File: src/rtl/serdes_tx_pkg.sv
// ============================================================================
// serdes_tx_pkg : shared types and constants for the serial transmit path
// Rev 1.0
// ============================================================================
`default_nettype none

package serdes_tx_pkg;

  typedef enum logic [1:0] {
    IDLE = 2'd0,
    DATA = 2'd1,
    PRBS = 2'd2
  } tx_state_e;

  localparam int         DEFAULT_DATA_WIDTH = 10;

  // x^7 + x^6 + 1: feedback from the two most significant register stages
  localparam int         PRBS7_LEN    = 7;
  localparam int         PRBS7_TAP_HI = 6;
  localparam int         PRBS7_TAP_LO = 5;
  localparam logic [6:0] PRBS7_PERIOD = 7'd127;

endpackage

`default_nettype wire

File: src/rtl/prbs7_gen.sv
// ============================================================================
// prbs7_gen : Fibonacci PRBS7 generator, MSB-out, seed reload on demand
// Rev 1.0
// ============================================================================
`default_nettype none

module prbs7_gen
  import serdes_tx_pkg::*;
(
  input  logic                 CLK,
  input  logic                 Rst,
  input  logic                 load,
  input  logic                 en,
  input  logic [PRBS7_LEN-1:0] seed,
  output logic                 bit_out
);

  logic [PRBS7_LEN-1:0] lfsr_q;
  logic [PRBS7_LEN-1:0] lfsr_d;

  always_comb begin
    lfsr_d = lfsr_q;
    if (load) begin
      lfsr_d = seed;
    end else if (en) begin
      lfsr_d = {lfsr_q[PRBS7_LEN-2:0], lfsr_q[PRBS7_TAP_HI] ^ lfsr_q[PRBS7_TAP_LO]};
    end
  end

  always_ff @(posedge CLK) begin
    if (Rst) begin
      lfsr_q <= seed;
    end else begin
      lfsr_q <= lfsr_d;
    end
  end

  assign bit_out = lfsr_q[PRBS7_LEN-1];

endmodule

`default_nettype wire

File: src/rtl/tx_serializer.sv
// ============================================================================
// tx_serializer : LSB-first symbol serializer with hold buffer and PRBS7 mode
// Rev 1.0
// ============================================================================
`default_nettype none

module tx_serializer
  import serdes_tx_pkg::*;
#(
  parameter int         DATA_WIDTH = DEFAULT_DATA_WIDTH,
  parameter logic [6:0] PRBS_SEED  = 7'h7F
) (
  input  logic                  CLK,
  input  logic                  Rst,
  input  logic [DATA_WIDTH-1:0] Data_in,
  input  logic                  Data_valid,
  output logic                  Data_ready,
  input  logic                  Prbs_en,
  input  logic                  Uf_clr,
  output logic                  Data_out,
  output logic                  Sym_start,
  output logic                  Underflow
);

  localparam int              CNT_W    = $clog2(DATA_WIDTH + 1);
  localparam logic [CNT_W-1:0] CNT_FULL = CNT_W'(DATA_WIDTH);

  tx_state_e             state_q,      state_d;
  logic [DATA_WIDTH-1:0] hold_q,       hold_d;
  logic                  hold_valid_q, hold_valid_d;
  logic [DATA_WIDTH-1:0] shifter_q,    shifter_d;
  logic [CNT_W-1:0]      bit_cnt_q,    bit_cnt_d;
  logic [6:0]            prbs_cnt_q,   prbs_cnt_d;
  logic                  data_out_q,   data_out_d;
  logic                  sym_start_q,  sym_start_d;
  logic                  underflow_q,  underflow_d;
  logic                  sent_q,       sent_d;
  logic                  ready_q,      ready_d;

  logic                  do_load;
  logic                  uf_set;
  logic                  prbs_load;
  logic                  prbs_step;
  logic                  prbs_bit;

  prbs7_gen u_prbs (
    .CLK     (CLK),
    .Rst     (Rst),
    .load    (prbs_load),
    .en      (prbs_step),
    .seed    (PRBS_SEED),
    .bit_out (prbs_bit)
  );

  always_comb begin
    state_d      = state_q;
    hold_d       = hold_q;
    hold_valid_d = hold_valid_q;
    shifter_d    = shifter_q;
    bit_cnt_d    = bit_cnt_q;
    prbs_cnt_d   = prbs_cnt_q;
    data_out_d   = 1'b0;
    sym_start_d  = 1'b0;
    sent_d       = sent_q;
    do_load      = 1'b0;
    uf_set       = 1'b0;
    prbs_load    = 1'b0;
    prbs_step    = 1'b0;

    case (state_q)
      IDLE: begin
        if (hold_valid_q) begin
          do_load = 1'b1;
        end else if (Prbs_en) begin
          state_d    = PRBS;
          prbs_load  = 1'b1;
          prbs_cnt_d = 7'd0;
        end
      end
      DATA: begin
        if (bit_cnt_q < CNT_FULL) begin
          data_out_d = shifter_q[bit_cnt_q];
          bit_cnt_d  = bit_cnt_q + CNT_W'(1);
        end else if (hold_valid_q) begin
          do_load = 1'b1;
        end else if (Prbs_en) begin
          state_d    = PRBS;
          prbs_load  = 1'b1;
          prbs_cnt_d = 7'd0;
          bit_cnt_d  = '0;
        end else begin
          state_d   = IDLE;
          uf_set    = sent_q;
          bit_cnt_d = '0;
        end
      end
      PRBS: begin
        // prbs_cnt_q == period means a full 127-bit run has just been sent
        if ((prbs_cnt_q == PRBS7_PERIOD) && !Prbs_en) begin
          if (hold_valid_q) begin
            do_load = 1'b1;
          end else begin
            state_d = IDLE;
          end
        end else begin
          data_out_d = prbs_bit;
          prbs_step  = 1'b1;
          prbs_cnt_d = (prbs_cnt_q == PRBS7_PERIOD) ? 7'd1 : prbs_cnt_q + 7'd1;
        end
      end
      default: begin
        state_d = IDLE;
      end
    endcase

    if (do_load) begin
      state_d      = DATA;
      shifter_d    = hold_q;
      data_out_d   = hold_q[0];
      sym_start_d  = 1'b1;
      bit_cnt_d    = CNT_W'(1);
      hold_valid_d = 1'b0;
      sent_d       = 1'b1;
    end

    // ready_q is low whenever hold is full, so accept never collides with load
    if (Data_valid && ready_q) begin
      hold_d       = Data_in;
      hold_valid_d = 1'b1;
    end

    ready_d     = !hold_valid_d && !Prbs_en;
    underflow_d = uf_set ? 1'b1 : (Uf_clr ? 1'b0 : underflow_q);
  end

  always_ff @(posedge CLK) begin
    if (Rst) begin
      state_q      <= IDLE;
      hold_q       <= '0;
      hold_valid_q <= 1'b0;
      shifter_q    <= '0;
      bit_cnt_q    <= '0;
      prbs_cnt_q   <= 7'd0;
      data_out_q   <= 1'b0;
      sym_start_q  <= 1'b0;
      underflow_q  <= 1'b0;
      sent_q       <= 1'b0;
      ready_q      <= 1'b1;
    end else begin
      state_q      <= state_d;
      hold_q       <= hold_d;
      hold_valid_q <= hold_valid_d;
      shifter_q    <= shifter_d;
      bit_cnt_q    <= bit_cnt_d;
      prbs_cnt_q   <= prbs_cnt_d;
      data_out_q   <= data_out_d;
      sym_start_q  <= sym_start_d;
      underflow_q  <= underflow_d;
      sent_q       <= sent_d;
      ready_q      <= ready_d;
    end
  end

  assign Data_ready = ready_q;
  assign Data_out   = data_out_q;
  assign Sym_start  = sym_start_q;
  assign Underflow  = underflow_q;

endmodule

`default_nettype wire
File: config.mk
export PLATFORM = sky130hd
export DESIGN_NAME = tx_serializer
export DESIGN_NICKNAME = d
export VERILOG_FILES = /design/src/rtl/serdes_tx_pkg.sv /design/src/rtl/prbs7_gen.sv /design/src/rtl/tx_serializer.sv
export SDC_FILE = /design/constraint.sdc
export NUM_CORES = 1
export LEC_CHECK = 0
export CAP_MARGIN = 40
export CELL_PAD_IN_SITES_DETAIL_PLACEMENT = 0
export CELL_PAD_IN_SITES_GLOBAL_PLACEMENT = 1
export CORE_MARGIN = 10
export CORE_UTILIZATION = 46
export DETAILED_ROUTE_END_ITERATION = 8
export GPL_ROUTABILITY_DRIVEN = 0
export PLACE_DENSITY_LB_ADDON = 0.1
export REMOVE_ABC_BUFFERS = 1
export SYNTH_ARGS = -nofsm -noshare
export SYNTH_HDL_FRONTEND = slang
export SYNTH_SLANG_ARGS = --single-unit
File: constraint.sdc
create_clock -name CLK -period 3 [get_ports CLK]
set_input_delay 0.9 -clock CLK [delete_from_list [all_inputs] [get_ports CLK]]
set_output_delay 0.9 -clock CLK [all_outputs]
set_load 0.02 [all_outputs]
==> results of run 1 <==
[layout make-up]
class / count / area [sq um]
inverter: 12 / 45.0
multi-input combinational: 173 / 1060
clock buffer: 5 / 68.8
timing repair buffer: 26 / 240
clock inverter: 3 / 40.0
sequential: 46 / 921
fill: 436 / 1970
tap: 52 / 65.1
[kinds of logic (layout without fill, tap and decap cells)]
group                      after synthesis  count (layout)  share of synthesized area, %
AOI/OAI and AO/OA                       54              54                          16.5
xor gates and xnor gates                 1               1                         0.415
adders and majority gates                6               6                          3.56
buffers and inverters                   24              46                          6.16
DFF                                     46              46                          43.6
muxes                                   15              15                          7.76
and+or+nand+nor                         97              97                          21.9
[Yosys cell counts, types with 2 or more instances]
library cell	n	area, sq um
buf_6	3	33.8
dfxtp_1	46	921
buf_2	3	15.0
a211oi_1	3	22.5
o21ai_2	3	26.3
o2111ai_1	2	17.5
nand3b_1	3	22.5
nor2_1	21	78.8
nor2b_1	2	12.5
nand3_1	11	55.1
nand2_1	45	169
o21ai_0	3	15.0
nand4_1	3	18.8
and2_1	2	12.5
ha_1	6	75.1
o32ai_1	3	26.3
a22oi_1	3	22.5
o21a_1	2	15.0
a21oi_1	27	135
mux2i_1	13	130
inv_1	12	45.0
clkbuf_1	4	15.0
[report_power, final]
group / switching (mW) / leakage, nW / internal, mW
sequential: 0.0368 / 0.375 / 0.659
combinational: 0.194 / 0.533 / 0.150
clock: 0.210 / 0.0579 / 0.245
[metal layers]
metal,vias to the layer above,track usage [%],wire length [um]
met2,19,19.2,1990
met1,765,15.5,2160
li1,888,-,-
met5,-,0,0
met4,0,3.62,53
met3,6,2.97,100
[how the worst max path moves through the flow]
| stage | end | depth (start not counted) | slack [ns] | from |
|---|---|---|---|---|
| 3_3_place_gp | prbs_cnt_q[6]$_SDFFE_PP0P_ | 6 | 0.31 | Prbs_en |
| 4_1_cts | state_q[1]$_SDFFE_PP0P_ | 7 | 0.62 | Prbs_en |
| 3_5_place_dp | prbs_cnt_q[6]$_SDFFE_PP0P_ | 6 | 0.30 | Prbs_en |
| 5_1_grt | prbs_cnt_q[6]$_SDFFE_PP0P_ | 6 | 0.46 | Prbs_en |
| 6_report | prbs_cnt_q[6]$_SDFFE_PP0P_ | 6 | 0.61 | Prbs_en |
| 2_1_floorplan | state_q[1]$_SDFFE_PP0P_ | 5 | 0.69 | Prbs_en |
[worst max-delay path, stage by stage]
cell and delay [ns]:
clkdlybuf4s50_1 0.50, nand3b_1 0.24, o21a_1 0.29, o21ai_2 0.36, nor2_1 0.10, o32ai_1 0.22
[flip-flops by register name, summed over array words and instances, names as in the netlist]
signal         flops
bit_cnt_q          4
state_q            2
sent_q             1
u_prbs.lfsr_q      7
Data_out           1
Data_ready         1
hold_valid_q       1
hold_q            10
prbs_cnt_q         7
Underflow          1
shifter_q         10
Sym_start          1
[stage by stage]
stage	std cells	total power [mW]
2_1_floorplan	231	0.942
3_3_place_gp	309	1.06
3_5_place_dp	309	1.06
4_1_cts	317	1.51
5_1_grt	317	1.59
6_report	317	1.50
==> metrics, run 1 <==
largest net degree at the start of global routing=15; drt initial violations=47; fraction of registers with async set/reset=0%; Buffers on Ports=18; postcts setup bufs=0; Final setup viols=0; Worst Tran Pin Value=0.486 ns; leakage power=0.966 nW; routed vias/inst=roughly 5.3; status=completed; CTS Sinks=46; antenna cells=0; Initial Util=between 40 and 50%; most common cell after layout, fill and taps aside=dfxtp_1; Fin Setup TNS=0 ns; EDFF count, synth=0; Wirelength per Cell=13.6 um; gr usage total=roughly an eighth; Placeable Area=0.00441 sq mm; worst reg2reg path endpoint=prbs_cnt_q[5]$_SDFFE_PP0P_; crit end category=flop; layout cells sized above 1=under 10%; CTS tree=built; Critical Path RT=3.21 ns; Post-DP Area=0.00233 sq mm; RSZ-0062 raised after global routing=no; WHS Path Cells=2; gr ovfl total=0; final worst slack=about 0.6 ns; Final min period=approximately 2.4 ns; Final Hold Vio Count=0; R2R setup slack=0.97 ns; CTS Hold Bufs=0; CP Data Arrival Time=2.60 ns; H-tree levels=2; Critical Path Fanout Max=8; fraction of the yosys area taken by sequential cells=43.6%; path type of the worst setup path=in2reg; nets=around 290; Final Hold Slack=around 0.46 ns; Synth Register Bits=46; Layout Utilization=roughly 55%; Rel. slew slack=between 60% and 70%; commonest non-fill, non-tap cells in the layout=dfxtp_1, nand2_1, a21oi_1; R2R Path Start=state_q[0]$_SDFFE_PP0P_; min-delay src=hold_q[9]$_SDFFE_PP0P_; Via Count=1678; Syn-to-layout area delta=15.6%; mapped cell area=roughly 0.0021 sq mm; Post-CTS Resized=0; synth warn=0; cell count after synthesis=around 240; Register-to-Register Path Depth=7; count of cell types in the netlist=45; Main synth FF type=dfxtp_1; final wirelength=~4.3 mm; Max-Cap Viols=0; Worst-path clk slew=~0.090 ns; Die Area=slightly below 0.008 sq mm; number of top-level pins=19; CTS max path bufs=2; vias in the first global route=roughly 1700; Max Clock Freq=between 400 and 500 MHz; Slew Limit Fails=0; initial antenna violation count=0; setup slack at placement=about 0.30 ns; Hold Path Sink=hold_q[9]$_SDFFE_PP0P_; site row count=24; fin crit share=79.8%; worst min path class=reg2reg; clock latency on the worst-skew pair=~0.29 ns; VDD IR max=about 300 uV; drc violations=0; post-route cell area=0.00244 sq mm; Inserted Clock Buffers=5; Post-DP HPWL=about 3.2 mm; DR pass1 iterations=4; clk_skew=0.00330 ns; Power Dens Cells=around 610 mW/mm^2; clk root buf=clkbuf_8; Post-DRT Antenna Nets=0; first-pass GRT wire length=about 7.6 mm; die width=approximately 88 um; CP startpoint kind=primary input; Die H=roughly 90 um; average size of a mapped cell=between 8 and 9 sq um
(Power assumes the default switching activity.)
==> run 2, diff against run 1 <==
--- a/config.mk
+++ b/config.mk
@@ -9,7 +9,7 @@
 export CELL_PAD_IN_SITES_DETAIL_PLACEMENT = 0
 export CELL_PAD_IN_SITES_GLOBAL_PLACEMENT = 1
 export CORE_MARGIN = 10
-export CORE_UTILIZATION = 46
+export CORE_UTILIZATION = 43
 export DETAILED_ROUTE_END_ITERATION = 8
 export GPL_ROUTABILITY_DRIVEN = 0
 export PLACE_DENSITY_LB_ADDON = 0.1
==> constraint.sdc (replaced) <==
create_clock -name CLK -period 2.25 [get_ports CLK]
set_input_delay 0.675 -clock CLK [delete_from_list [all_inputs] [get_ports CLK]]
set_output_delay 0.675 -clock CLK [all_outputs]
set_load 0.02 [all_outputs]
==> run 2 against run 1 <==
Against the previous run: sequential power is 32% higher; sequential share of layout area decreased by 0.98 points; clock skew is 0.0018 ns lower.
==> metrics, run 2 (synthesis gave the netlist of run 1 again) <==
status=completed (unchanged); Power Dens Cells=771 mW/mm^2 (was 613 mW/mm^2); gr ovfl total=0 (unchanged); gr usage total=11.7% (was 12.0%); DR pass1 iterations=4 (unchanged); Crit-path slowest cell=clkdlybuf4s50_1 (unchanged); number of top-level pins=19 (unchanged); Final min period=a little over 2 ns; CP Launch Point=Prbs_en (unchanged); Inserted Clock Buffers=5 (unchanged); Max Clock Freq=490 MHz; Die Area=0.00811 sq mm (was 0.00770 sq mm); CTS max path bufs=2 (unchanged); first-pass GRT wire length=8.08 mm (was 7.59 mm); CP max stage delay=0.51 ns (was 0.50 ns); Seq. cell area=921 sq um (unchanged); commonest non-fill, non-tap cells in the layout=dfxtp_1, nand2_1, a21oi_1 (unchanged); Worst-path clk slew=0.08 ns (was 0.09 ns); Placeable Area=0.00475 sq mm (was 0.00441 sq mm); site row count=25 (was 24); VDD IR max=368 uV (was 301 uV); vias in the first global route=1752 (was 1684); Final Hold Slack=0.458 ns (was 0.459 ns); drc violations=0 (unchanged); CP Data Arrival Time=2.23 ns (was 2.60 ns); Fin Setup TNS=0 ns (unchanged); Regs by FF count=hold_q: 10 flops, shifter_q: 10 flops (unchanged); Worst Tran Pin Value=0.401 ns (was 0.486 ns); drt initial violations=95 (was 47); RSZ-0062 raised after global routing=no (unchanged); final wirelength=4.45 mm (was 4.31 mm); critical-path cell list=clkdlybuf4s50_1 > and4b_1 > a22oi_1 > o32a_1 > buf_4 > mux2i_1 > nor2_1 (was clkdlybuf4s50_1 > nand3b_1 > o21a_1 > o21ai_2 > nor2_1 > o32ai_1); nets=295 (was 285); clk_skew=0.00146 ns (was 0.00330 ns); Rel. slew slack=73.2% (was 67.6%); R2R Path Start=state_q[0]$_SDFFE_PP0P_ (unchanged); Placed Cells=334 (was 309); initial antenna violation count=0 (unchanged); Max-Cap Viols=0 (unchanged); largest net degree at the start of global routing=28 (was 15); Die H=90.1 um (was 87.7 um); routed vias/inst=5.11 (was 5.29); multi-input logic area=0.00106 sq mm (unchanged); setup slack at placement=-0.121 ns (was 0.296 ns); antenna cells=0 (unchanged); leakage power=0.993 nW (was 0.966 nW); CTS tree=built (unchanged); Post-DP HPWL=3.31 mm (was 3.17 mm); min-delay src=hold_q[4]$_SDFFE_PP0P_ (was hold_q[9]$_SDFFE_PP0P_); crit end category=flop (unchanged); Critical Path Fanout Max=7 (was 8); Critical Path RT=2.44 ns (was 3.21 ns); non-filler instance count after layout=341 (was 317); Slew Limit Fails=0 (unchanged); H-tree levels=2 (unchanged); Final Hold Vio Count=0 (unchanged); filler instances=493 (was 436); final worst slack=0.211 ns (was 0.607 ns); Syn-to-layout area delta=18.7% (was 15.6%); layout cells sized above 1=12.4% (was 9.81%); path type of the worst setup path=in2reg (unchanged); clock latency on the worst-skew pair=0.30 ns (was 0.29 ns); Post-DRT Antenna Nets=0 (unchanged); CP startpoint kind=primary input (unchanged); most common cell after layout, fill and taps aside=dfxtp_1 (unchanged); CTS Hold Bufs=0 (unchanged); die width=90.1 um (was 87.7 um); clk root buf=clkbuf_8 (unchanged); Initial Util=44.4% (was 47.8%); fin crit share=90.6%; Final setup viols=0 (unchanged); Wirelength per Cell=13.0 um (was 13.6 um); worst min path class=reg2reg (unchanged); postcts setup bufs=0 (unchanged); CTS Sinks=46 (unchanged); Buffers on Ports=18 (unchanged); Layout Utilization=52.7% (was 55.3%); Via Count=1742 (was 1678); Post-CTS Resized=0 (unchanged)
-- run 2: changes by cell type in the layout (fill, tap and decap cells not counted) --
| cell | before | now |
|---|---|---|
| buf_4 | 8 | 18 |
| bufinv_16 | 1 | 0 |
| clkbuf_1 | 0 | 1 |
| clkinvlp_4 | 0 | 1 |
| clkinv_2 | 2 | 0 |
-- run 2: final timing paths --
kind	slack (ns)	endpoint	cells past startpoint
worst min-delay path	0.46	hold_q[4]$_SDFFE_PP0P_	2
worst max-delay path	0.21	shifter_q[5]$_SDFFE_PP0P_	7
worst min register to register	0.46	hold_q[4]$_SDFFE_PP0P_	2
worst max register to register	0.22	prbs_cnt_q[5]$_SDFFE_PP0P_	7
-- run 2: layout make-up --
cell class,instances,share of cell area [%]
Clock buffer,6,2.90
Tap cell,67,3.35
Inverter,12,1.80
Timing Repair Buffer,36,12.6
Multi-Input combinational cell,173,42.3
Sequential cell,46,36.8
Clock inverter,1,0.300
-- run 2: critical path: cells and delay by family --
family	cells	cell delay (ns)
buf+inv	2	0.71
compound gates	2	0.38
simple gates	2	0.26
mux	1	0.19
-- run 2: where the power goes --
| part | internal, mW | total [mW] | switching [mW] |
|---|---|---|---|
| Clock | 0.213 | 0.491 | 0.277 |
| Combinational | 0.240 | 0.520 | 0.279 |
| Sequential | 0.879 | 0.920 | 0.0408 |
-- run 2: metal layers --
layer	vias to the layer above	share of wire, %	track usage, %
met5	-	0	0
met4	0	1.5	4.77
met2	18	48	19.6
met1	811	47	14.2
li1	907	-	-
met3	6	2.9	2.58
-- run 2: metrics by stage --
step                area [sq um]  total power, mW
global route                2500             2.06
global placement            2420             1.46
detailed placement          2420             1.46
floorplan                   2030             1.26
finish                      2500             1.93
CTS                         2500             1.95
